===== src/rtl/uart_tx_if.sv =====
// Byte handshake between an upstream producer and the UART transmitter.
// The producer drives data/valid; the transmitter answers with ready.
interface uart_tx_if;
    logic [7:0] data;
    logic       valid;
    logic       ready;

    modport master (output data, output valid, input ready);
    modport slave  (input data, input valid, output ready);
endinterface


===== src/rtl/uart_tx.sv =====
// 8N1 UART transmitter with a one-byte holding register, so the upstream can
// queue the next byte while the current frame is still on the wire.
module uart_tx #(
    parameter int BAUD_RATE  = 9600,
    parameter int CLOCK_FREQ = 38400000
) (
    input  logic     clk,
    input  logic     rst,
    input  logic     soft_reset_i,
    uart_tx_if.slave up_if,
    output logic     tx_o,
    output logic     busy_o,
    output logic     done_o
);
    localparam int CLKS_PER_BIT = CLOCK_FREQ / BAUD_RATE;
    localparam int CNT_W = (CLKS_PER_BIT > 1) ? $clog2(CLKS_PER_BIT) : 1;
    localparam logic [CNT_W-1:0] CNT_LAST = CNT_W'(CLKS_PER_BIT - 1);

    typedef enum logic [1:0] {IDLE, START, DATA, STOP} state_e;

    state_e           state_q;
    logic [CNT_W-1:0] cnt_q;
    logic [2:0]       bit_idx_q;
    logic [7:0]       shift_q;
    logic [7:0]       hold_q;
    logic             hold_full_q;
    logic             tx_q;
    logic             busy_q;
    logic             done_q;

    logic accept;
    logic bit_end;

    assign accept      = up_if.valid && !hold_full_q;
    assign bit_end     = (cnt_q == CNT_LAST);
    assign up_if.ready = !hold_full_q;
    assign tx_o        = tx_q;
    assign busy_o      = busy_q;
    assign done_o      = done_q;

    // Line outputs are registered from the current state, so they trail the
    // state by one cycle; every bit still lasts exactly CLKS_PER_BIT cycles.
    always_ff @(posedge clk or posedge rst) begin
        if (rst) begin
            // NOTE: the data registers are reset too; they are only a few flops
            // and this keeps the soft and hard reset paths identical.
            state_q     <= IDLE;
            cnt_q       <= '0;
            bit_idx_q   <= '0;
            shift_q     <= '0;
            hold_q      <= '0;
            hold_full_q <= 1'b0;
            tx_q        <= 1'b1;
            busy_q      <= 1'b0;
            done_q      <= 1'b0;
        end else if (soft_reset_i) begin
            state_q     <= IDLE;
            cnt_q       <= '0;
            bit_idx_q   <= '0;
            shift_q     <= '0;
            hold_q      <= '0;
            hold_full_q <= 1'b0;
            tx_q        <= 1'b1;
            busy_q      <= 1'b0;
            done_q      <= 1'b0;
        end else begin
            // NOTE: non-blocking throughout, so a later assignment to
            // hold_full_q in the case below wins over the accept above.
            if (accept) begin
                hold_q      <= up_if.data;
                hold_full_q <= 1'b1;
            end

            tx_q   <= 1'b1;
            busy_q <= (state_q != IDLE);
            done_q <= 1'b0;

            unique case (state_q)
                IDLE: begin
                    if (hold_full_q) begin
                        shift_q     <= hold_q;
                        hold_full_q <= 1'b0;
                        cnt_q       <= '0;
                        bit_idx_q   <= '0;
                        state_q     <= START;
                    end
                end
                START: begin
                    tx_q <= 1'b0;
                    if (bit_end) begin
                        cnt_q     <= '0;
                        bit_idx_q <= '0;
                        state_q   <= DATA;
                    end else begin
                        cnt_q <= cnt_q + 1'b1;
                    end
                end
                DATA: begin
                    tx_q <= shift_q[bit_idx_q];
                    if (bit_end) begin
                        cnt_q <= '0;
                        if (bit_idx_q == 3'd7) begin
                            state_q <= STOP;
                        end else begin
                            bit_idx_q <= bit_idx_q + 3'd1;
                        end
                    end else begin
                        cnt_q <= cnt_q + 1'b1;
                    end
                end
                STOP: begin
                    if (bit_end) begin
                        done_q <= 1'b1;
                        cnt_q  <= '0;
                        if (hold_full_q) begin
                            shift_q     <= hold_q;
                            hold_full_q <= 1'b0;
                            bit_idx_q   <= '0;
                            state_q     <= START;
                        end else begin
                            state_q <= IDLE;
                        end
                    end else begin
                        cnt_q <= cnt_q + 1'b1;
                    end
                end
            endcase
        end
    end
endmodule


===== src/flat_wrapper.sv =====
// flat-port wrapper written by rule: the top's interface ports become plain ports
module uart_tx_flat 
#(
    parameter int BAUD_RATE  = 9600,
    parameter int CLOCK_FREQ = 38400000
)
  (clk, rst, soft_reset_i, tx_o, busy_o, done_o, up_if_data, up_if_valid, up_if_ready);
  uart_tx_if up_if_i ();
  input  logic clk;
  input  logic rst;
  input  logic soft_reset_i;
  output logic tx_o;
  output logic busy_o;
  output logic done_o;
  input wire logic [$bits(up_if_i.data)-1:0] up_if_data;
  input wire logic [$bits(up_if_i.valid)-1:0] up_if_valid;
  output wire logic [$bits(up_if_i.ready)-1:0] up_if_ready;
  assign up_if_i.data = up_if_data;
  assign up_if_i.valid = up_if_valid;
  assign up_if_ready = up_if_i.ready;
  uart_tx #(.BAUD_RATE(BAUD_RATE), .CLOCK_FREQ(CLOCK_FREQ)) u_core (.clk(clk), .rst(rst), .soft_reset_i(soft_reset_i), .up_if(up_if_i), .tx_o(tx_o), .busy_o(busy_o), .done_o(done_o));
endmodule

===== config.mk =====
export PLATFORM = sky130hd
export DESIGN_NAME = uart_tx_flat
export DESIGN_NICKNAME = d
export VERILOG_FILES = /design/src/rtl/uart_tx_if.sv /design/src/rtl/uart_tx.sv /design/src/flat_wrapper.sv
export SDC_FILE = /design/constraint.sdc
export NUM_CORES = 1
export LEC_CHECK = 0
export CORE_MARGIN = 3
export CORE_UTILIZATION = 50
export DETAILED_ROUTE_END_ITERATION = 8
export DONT_BUFFER_PORTS = 1
export MAX_ROUTING_LAYER = met4
export SLEW_MARGIN = 30
export SYNTH_ARGS = -nofsm -noshare
export SYNTH_HDL_FRONTEND = slang
export SYNTH_SLANG_ARGS = --single-unit

===== constraint.sdc =====
create_clock -name clk -period 2.2 [get_ports clk]
set_input_delay 0.33 -clock clk [delete_from_list [all_inputs] [get_ports clk]]
set_output_delay 0.33 -clock clk [all_outputs]
set_load 0.03 [all_outputs]

==> results.toml, run 1 <==
[worst_setup_path]
reg2reg_depth = 6
cp.required_ps = 2380
r2r_end = "u_core.cnt_q[7]$_DFFE_PP0N_"
worstReg2RegStart = "u_core.cnt_q[0]$_DFFE_PP0N_"
rrSetupSlack_ps = 230
worstSetupPathType = "reg -> reg"
arrival_ps = 2150
slowest_stage = "dfrtp_1"
critPathCaptureType = "register"
crit_chain = "ha_1 > nand4_4 > o31ai_4 > buf_4 > o21ai_0 > a21o_1"
worstSetupStartpointType = "register"
critPathMaxFanout = 10
max_stage_delay_ps = 420

[power_and_ir_drop]
p_int_mw = 1.30
seq_power_share_pct = 42.9
swShare_pct = 33.9
p_sw_mw = 0.665
power_mw = 1.96
p_per_area_nw_per_um2 = 953
p_leak_nw = 0.935
comb_power_share_pct = 27.2
ir_worst_vdd_uv = 475
p_clk_share_pct = 29.9

[synthesis]
seq_area_frac_synth_pct = 48.5
synth-xor-area-share_pct = 0
synth_fp_nets = 201
synthCells = 182
synth_top_area_share_pct = 47.2
synth-edff-count = 0
muxShareOfSynthArea_pct = 4.06
synth_area_um2 = 1910
ys_warn_count = 0
ys_ff_latch = 37
async_flop_share_pct = 100
synth_top_cell_by_area = "dfrtp_1"
synth_area_leaders = "dfrtp_1, a22o_1, nand2_1"
avgSynthCellArea_um2 = 10.5
yosys.area_share.simple_pct = 18.5
synth_fa_ha_area_share_pct = 4.58
synth_top_family_by_area = "compound AO/OA/AOI/OAI gates"
synth-compound-area-share_pct = 20.4
synth_flop_cell = "dfrtp_1"
synth_cell_types = 49

[finish]
layout-drive-gt1-share_pct = 15.1
nets = 203
utilization_pct = 58.9
final_cell_area_um2 = 2060
syn2layout_area_growth_pct = 7.66
insertedDiodeCount = 0
fin_cells = 231

[clock_network]
cts_tree = "done"
clk_latency_ps = 290
ctsHtreeMaxLevel = 2
clockBufferDepth = 2
path_clk_slew_ps = 70
cts_setup_buffers = 0
cts-root-buf = "clkbuf_8"
cts_sinks = 37
hold_buffers = 0
cts_resized = 0
cts_buffers = 5

[sta]
relSlewSlack_pct = 58.2
tightestPinTransition_ps = 625
slew_viol_final = 0
fmax_ghz = 0.507
fin_skew_ps = 6.58
fin_setup_tns_ps = 0
period_share_pct = 89.7
holdWs_ps = 34.0
post-route-worst-setup-slack_ps = 227
rsz0062_at_grt = "no"
setup_viol = 0
fin_crit_ps = 1970
hold_violations = 0

[detailed_routing]
route.antenna.remaining_nets = 0
via_count = 1358
dr.pass1.iters = 4
routedWlPerCell_um = 15.9
avgViaCountPerCell = 5.88
drtIter0Drc = 129
finalWirelength_um = 3680
drc = 0

[global_route]
antenna_found_initial = 0
grt_max_degree = 38
grt-ovfl-total = 0
track_usage_pct = 19.6
grt_pass1_wl_um = 6460
grt_pass1_vias = 1377

[place]
portBuffers = 0
gp_congestion = 0.880
placed_area_um2 = 1940
hpwlAfterDp_um = 2610
dp_cells = 223
place_ws_ps = 239

[floorplanning]
num_rows = 21
io_pins = 16
die_w_um = 67.8
die_h_um = 67.8
start_util_pct = 54.7
core_area_um2 = 3490
die-area_um2 = 4600

[status]
outcome = "complete, no violations"

[worst_hold_path]
hp-class = "in -> async"

[run]
maxCapViolations = 0
-- power by group through the flow --
stage,sequential (mW),clock (mW),combinational (mW)
floorplan,0.838,0,0.454
finish,0.840,0.586,0.534
global placement,0.849,0,0.511
detailed placement,0.853,0,0.528
CTS,0.839,0.600,0.533
global route,0.849,0.642,0.601
-- flip-flops by register name (all words and copies together) (netlist names) --
register	cells
u_core.bit_idx_q	3
u_core.busy_o	1
u_core.cnt_q	12
u_core.done_o	1
u_core.hold_full_q	1
u_core.hold_q	8
u_core.shift_q	8
u_core.state_q	2
u_core.tx_o	1
-- kinds of logic after synthesis --
group,Yosys count
muxes,5
AOI/OAI and AO/OA,51
and+or+nand+nor,66
DFF,37
buffers and inverters,16
adders and majority gates,7
-- synthesized netlist by cell type (all sizes together), types with 2 or more instances --
master,n
a21oi,10
o31ai,2
ha,7
inv,9
a32o,2
nor3,5
nor3b,2
nand2b,2
nand2,24
a22o,11
nor4,6
nor2,13
buf,6
mux4,2
a21o,4
dfrtp,36
and3,2
a31o,2
mux2,2
o21ai,11
nand3,3
nand4,3
-- per-layer routing --
metal  GRT usage, %  share of wire, %  up-vias
li1               -                 -      669
met1           27.1                48      639
met2           29.2                45       45
met3           4.93               6.1        5
met4           4.47               1.0        0
met5              -                 0        -
-- layout by cell type, fill, tap and decap left out, types with 2 or more instances in the layout --
cell,Yosys,final
a21oi_1,10,10
nor3_1,4,4
nand2_1,24,24
nor3b_1,2,2
dfrtp_1,36,36
mux4_2,2,2
o21ai_0,7,7
inv_1,8,8
a21o_1,4,4
buf_4,1,2
nand2b_1,2,2
and3_1,2,2
o31ai_4,2,2
clkbuf_8,0,5
ha_1,7,7
nor4_1,5,5
mux2_2,2,2
nor2_1,13,13
a22o_1,11,11
nand3_1,3,3
a32o_1,2,2
nand4_1,2,2
a31o_2,2,2
o21ai_1,3,3
-- worst max-delay path: cells and delay by family, from the launching register on --
| kind | cells | cell delay (ps) |
|---|---|---|
| DFF | 1 | 420 |
| and+or+nand+nor | 1 | 230 |
| AOI/OAI and AO/OA | 3 | 710 |
| adders and majority gates | 1 | 280 |
| buffers and inverters | 1 | 230 |
-- layout make-up --
class,count,area [um^2]
sequential,37,927
clock inverter,3,46.3
timing repair buffer,2,15.0
tap,46,57.6
multi-input combinational,129,908
inverter,9,33.8
fill,301,1440
clock buffer,5,68.8
-- how the worst max path moves through the flow --
| stage | cells past startpoint | slack, ps | to | start |
|---|---|---|---|---|
| 5_1_grt | 6 | 70 | u_core.cnt_q[6]$_DFFE_PP0N_ | u_core.cnt_q[0]$_DFFE_PP0N_ |
| 6_report | 6 | 230 | u_core.cnt_q[7]$_DFFE_PP0N_ | u_core.cnt_q[0]$_DFFE_PP0N_ |
| 4_1_cts | 6 | 230 | u_core.cnt_q[7]$_DFFE_PP0N_ | u_core.cnt_q[0]$_DFFE_PP0N_ |
| 2_1_floorplan | 9 | 490 | u_core.cnt_q[5]$_DFFE_PP0N_ | u_core.state_q[0]$_DFFE_PP0P_ |
| 3_5_place_dp | 6 | 240 | u_core.cnt_q[7]$_DFFE_PP0N_ | u_core.cnt_q[0]$_DFFE_PP0N_ |
| 3_3_place_gp | 6 | 310 | u_core.cnt_q[7]$_DFFE_PP0N_ | u_core.cnt_q[0]$_DFFE_PP0N_ |
(Power assumes the default switching activity.)
==> inputs of run 2 (changes only) <==
DONT_BUFFER_PORTS = default   (was 1)
PLACE_DENSITY = 0.7   (was default)
==> run 2 against run 1 <==
Compared with the run above: non-clock buffer count up 16; setup slack better by 30 ps; via count up 5.4%; die area unchanged; combinational power up 18%; fmax up 1.5%; utilization up 4.0 points; cell area up 6.8%; highest routed layer unchanged; count of clock-buffer cells in the layout up 1; flip-flop and latch count unchanged; wire length about the same; clock skew about the same.
==> results.toml, run 2 (synthesized netlist as in run 1, its figures left out) <==
[worst_setup_path]
critPathMaxFanout = 16
reg2reg_depth = 8
r2r_end = "u_core.cnt_q[5]$_DFFE_PP0N_"
worstSetupStartpointType = "register"
rrSetupSlack_ps = 260
critPathCaptureType = "register"
worstReg2RegStart = "u_core.state_q[0]$_DFFE_PP0P_"
arrival_ps = 2180
cp.required_ps = 2430
worstSetupPathType = "reg -> reg"

[clock_network]
cts_resized = 0
cts_buffers = 5
hold_buffers = 0
cts_setup_buffers = 0
cts-root-buf = "clkbuf_8"
cts_sinks = 37
cts_tree = "done"
clk_latency_ps = 290
ctsHtreeMaxLevel = 2
clockBufferDepth = 2
path_clk_slew_ps = 70

[power_and_ir_drop]
p_leak_nw = 0.995
ir_worst_vdd_uv = 473
p_per_area_nw_per_um2 = 883

[global_route]
grt_pass1_vias = 1315
grt_pass1_wl_um = 6090
antenna_found_initial = 0
grt_max_degree = 38
grt-ovfl-total = 0
track_usage_pct = 18.6

[finish]
top_regs = "u_core.cnt_q x12, u_core.hold_q x8, u_core.shift_q x8"
largest_reg_flops = 12
insertedDiodeCount = 0
final_cell_area_um2 = 2200
nets = 219
syn2layout_area_growth_pct = 14.9
mostFrequentLayoutCells = "dfrtp_1, nand2_1, clkdlybuf4s50_1, nor2_1, a22o_1"
nFillCells = 279
layout-drive-gt1-share_pct = 14.4
top_register = "u_core.cnt_q"
final_common_cell = "dfrtp_1"

[sta]
period_share_pct = 88.3
fin_setup_tns_ps = 0
fin_skew_ps = 6.50
rsz0062_at_grt = "no"
hold_violations = 0
relSlewSlack_pct = 59.2
fin_crit_ps = 1940
fmax_ghz = 0.515
slew_viol_final = 0
setup_viol = 0
tightestPinTransition_ps = 611

[detailed_routing]
finalWirelength_um = 3680
via_count = 1432
route.antenna.remaining_nets = 0
drc = 0
dr.pass1.iters = 4
avgViaCountPerCell = 5.80
routedWlPerCell_um = 14.9
drtIter0Drc = 83

[worst_hold_path]
hp-class = "in -> async"

[status]
outcome = "complete, no violations"

[run]
maxCapViolations = 0

[place]
placed_area_um2 = 2100
portBuffers = 15
gp_congestion = 0.839
hpwlAfterDp_um = 2570

[floorplanning]
start_util_pct = 54.7
die_h_um = 67.8
die-area_um2 = 4600
die_w_um = 67.8
core_area_um2 = 3490
num_rows = 21
io_pins = 16
[run 2: cell type report]
type	count	area, um^2	area share [%]
flip-flops and latches	37	927	42.2
multi-input cells	129	908	41.4
repair buffers	18	173	7.86
clock buffers	6	82.6	3.76
well taps	46	57.6	2.62
inverters	9	33.8	1.54
clock inverters	2	13.8	0.627
[run 2: worst max-delay path by stage]
| stage | startpoint | to | slack [ps] | cells after the start |
|---|---|---|---|---|
| finish | u_core.state_q[0]$_DFFE_PP0P_ | u_core.cnt_q[5]$_DFFE_PP0N_ | 260 | 8 |
| global route | u_core.cnt_q[0]$_DFFE_PP0N_ | u_core.cnt_q[10]$_DFFE_PP0N_ | 140 | 6 |
| CTS | u_core.hold_full_q$_DFF_PP0_ | up_if_ready | 270 | 2 |
| detailed placement | soft_reset_i | u_core.shift_q[3]$_DFFE_PP0P_ | 250 | 5 |
| global placement | soft_reset_i | u_core.cnt_q[10]$_DFFE_PP0N_ | 290 | 7 |
| floorplan | u_core.state_q[0]$_DFFE_PP0P_ | u_core.cnt_q[5]$_DFFE_PP0N_ | 490 | 9 |
[run 2: critical path: stages (launching register included)]
cell and delay, ps:
dfrtp_1 410, inv_1 90, ha_1 260, or2_1 350
inv_2 130, o31ai_4 70, buf_4 190, nor4_1 260
a21o_1 120
[run 2: metal layers]
| metal | global-route usage, % | share of wire [%] | wire (um) | vias to the layer above |
|---|---|---|---|---|
| met5 | - | 0 | 0 | - |
| met4 | 7.44 | 1.7 | 63 | 0 |
| met3 | 5.91 | 4.6 | 170 | 7 |
| met2 | 27.8 | 45 | 1650 | 28 |
| met1 | 23.6 | 49 | 1800 | 695 |
| li1 | - | - | - | 702 |
[run 2: per-stage QoR]
stage	utilization [%]	hold WS [ps]	instances	worst slack, ps	total power, mW
CTS	62.8	450	247	267	1.95
floorplan	-	461	182	489	1.29
global placement	60.1	476	239	294	1.42
global route	62.8	483	247	142	2.06
finish	62.8	437	247	257	1.94
detailed placement	60.1	483	239	245	1.45
[run 2: power by group]
group          internal (mW)  switching [mW]
Clock                  0.254           0.243
Combinational          0.250           0.381
Sequential             0.756          0.0538
Total                   1.26           0.678
==> inputs of run 3 (changes only) <==
SLEW_MARGIN = 0   (was 30)
==> results of run 3 <==
The final DEF is identical to that of run 2; final timing and power are the same.
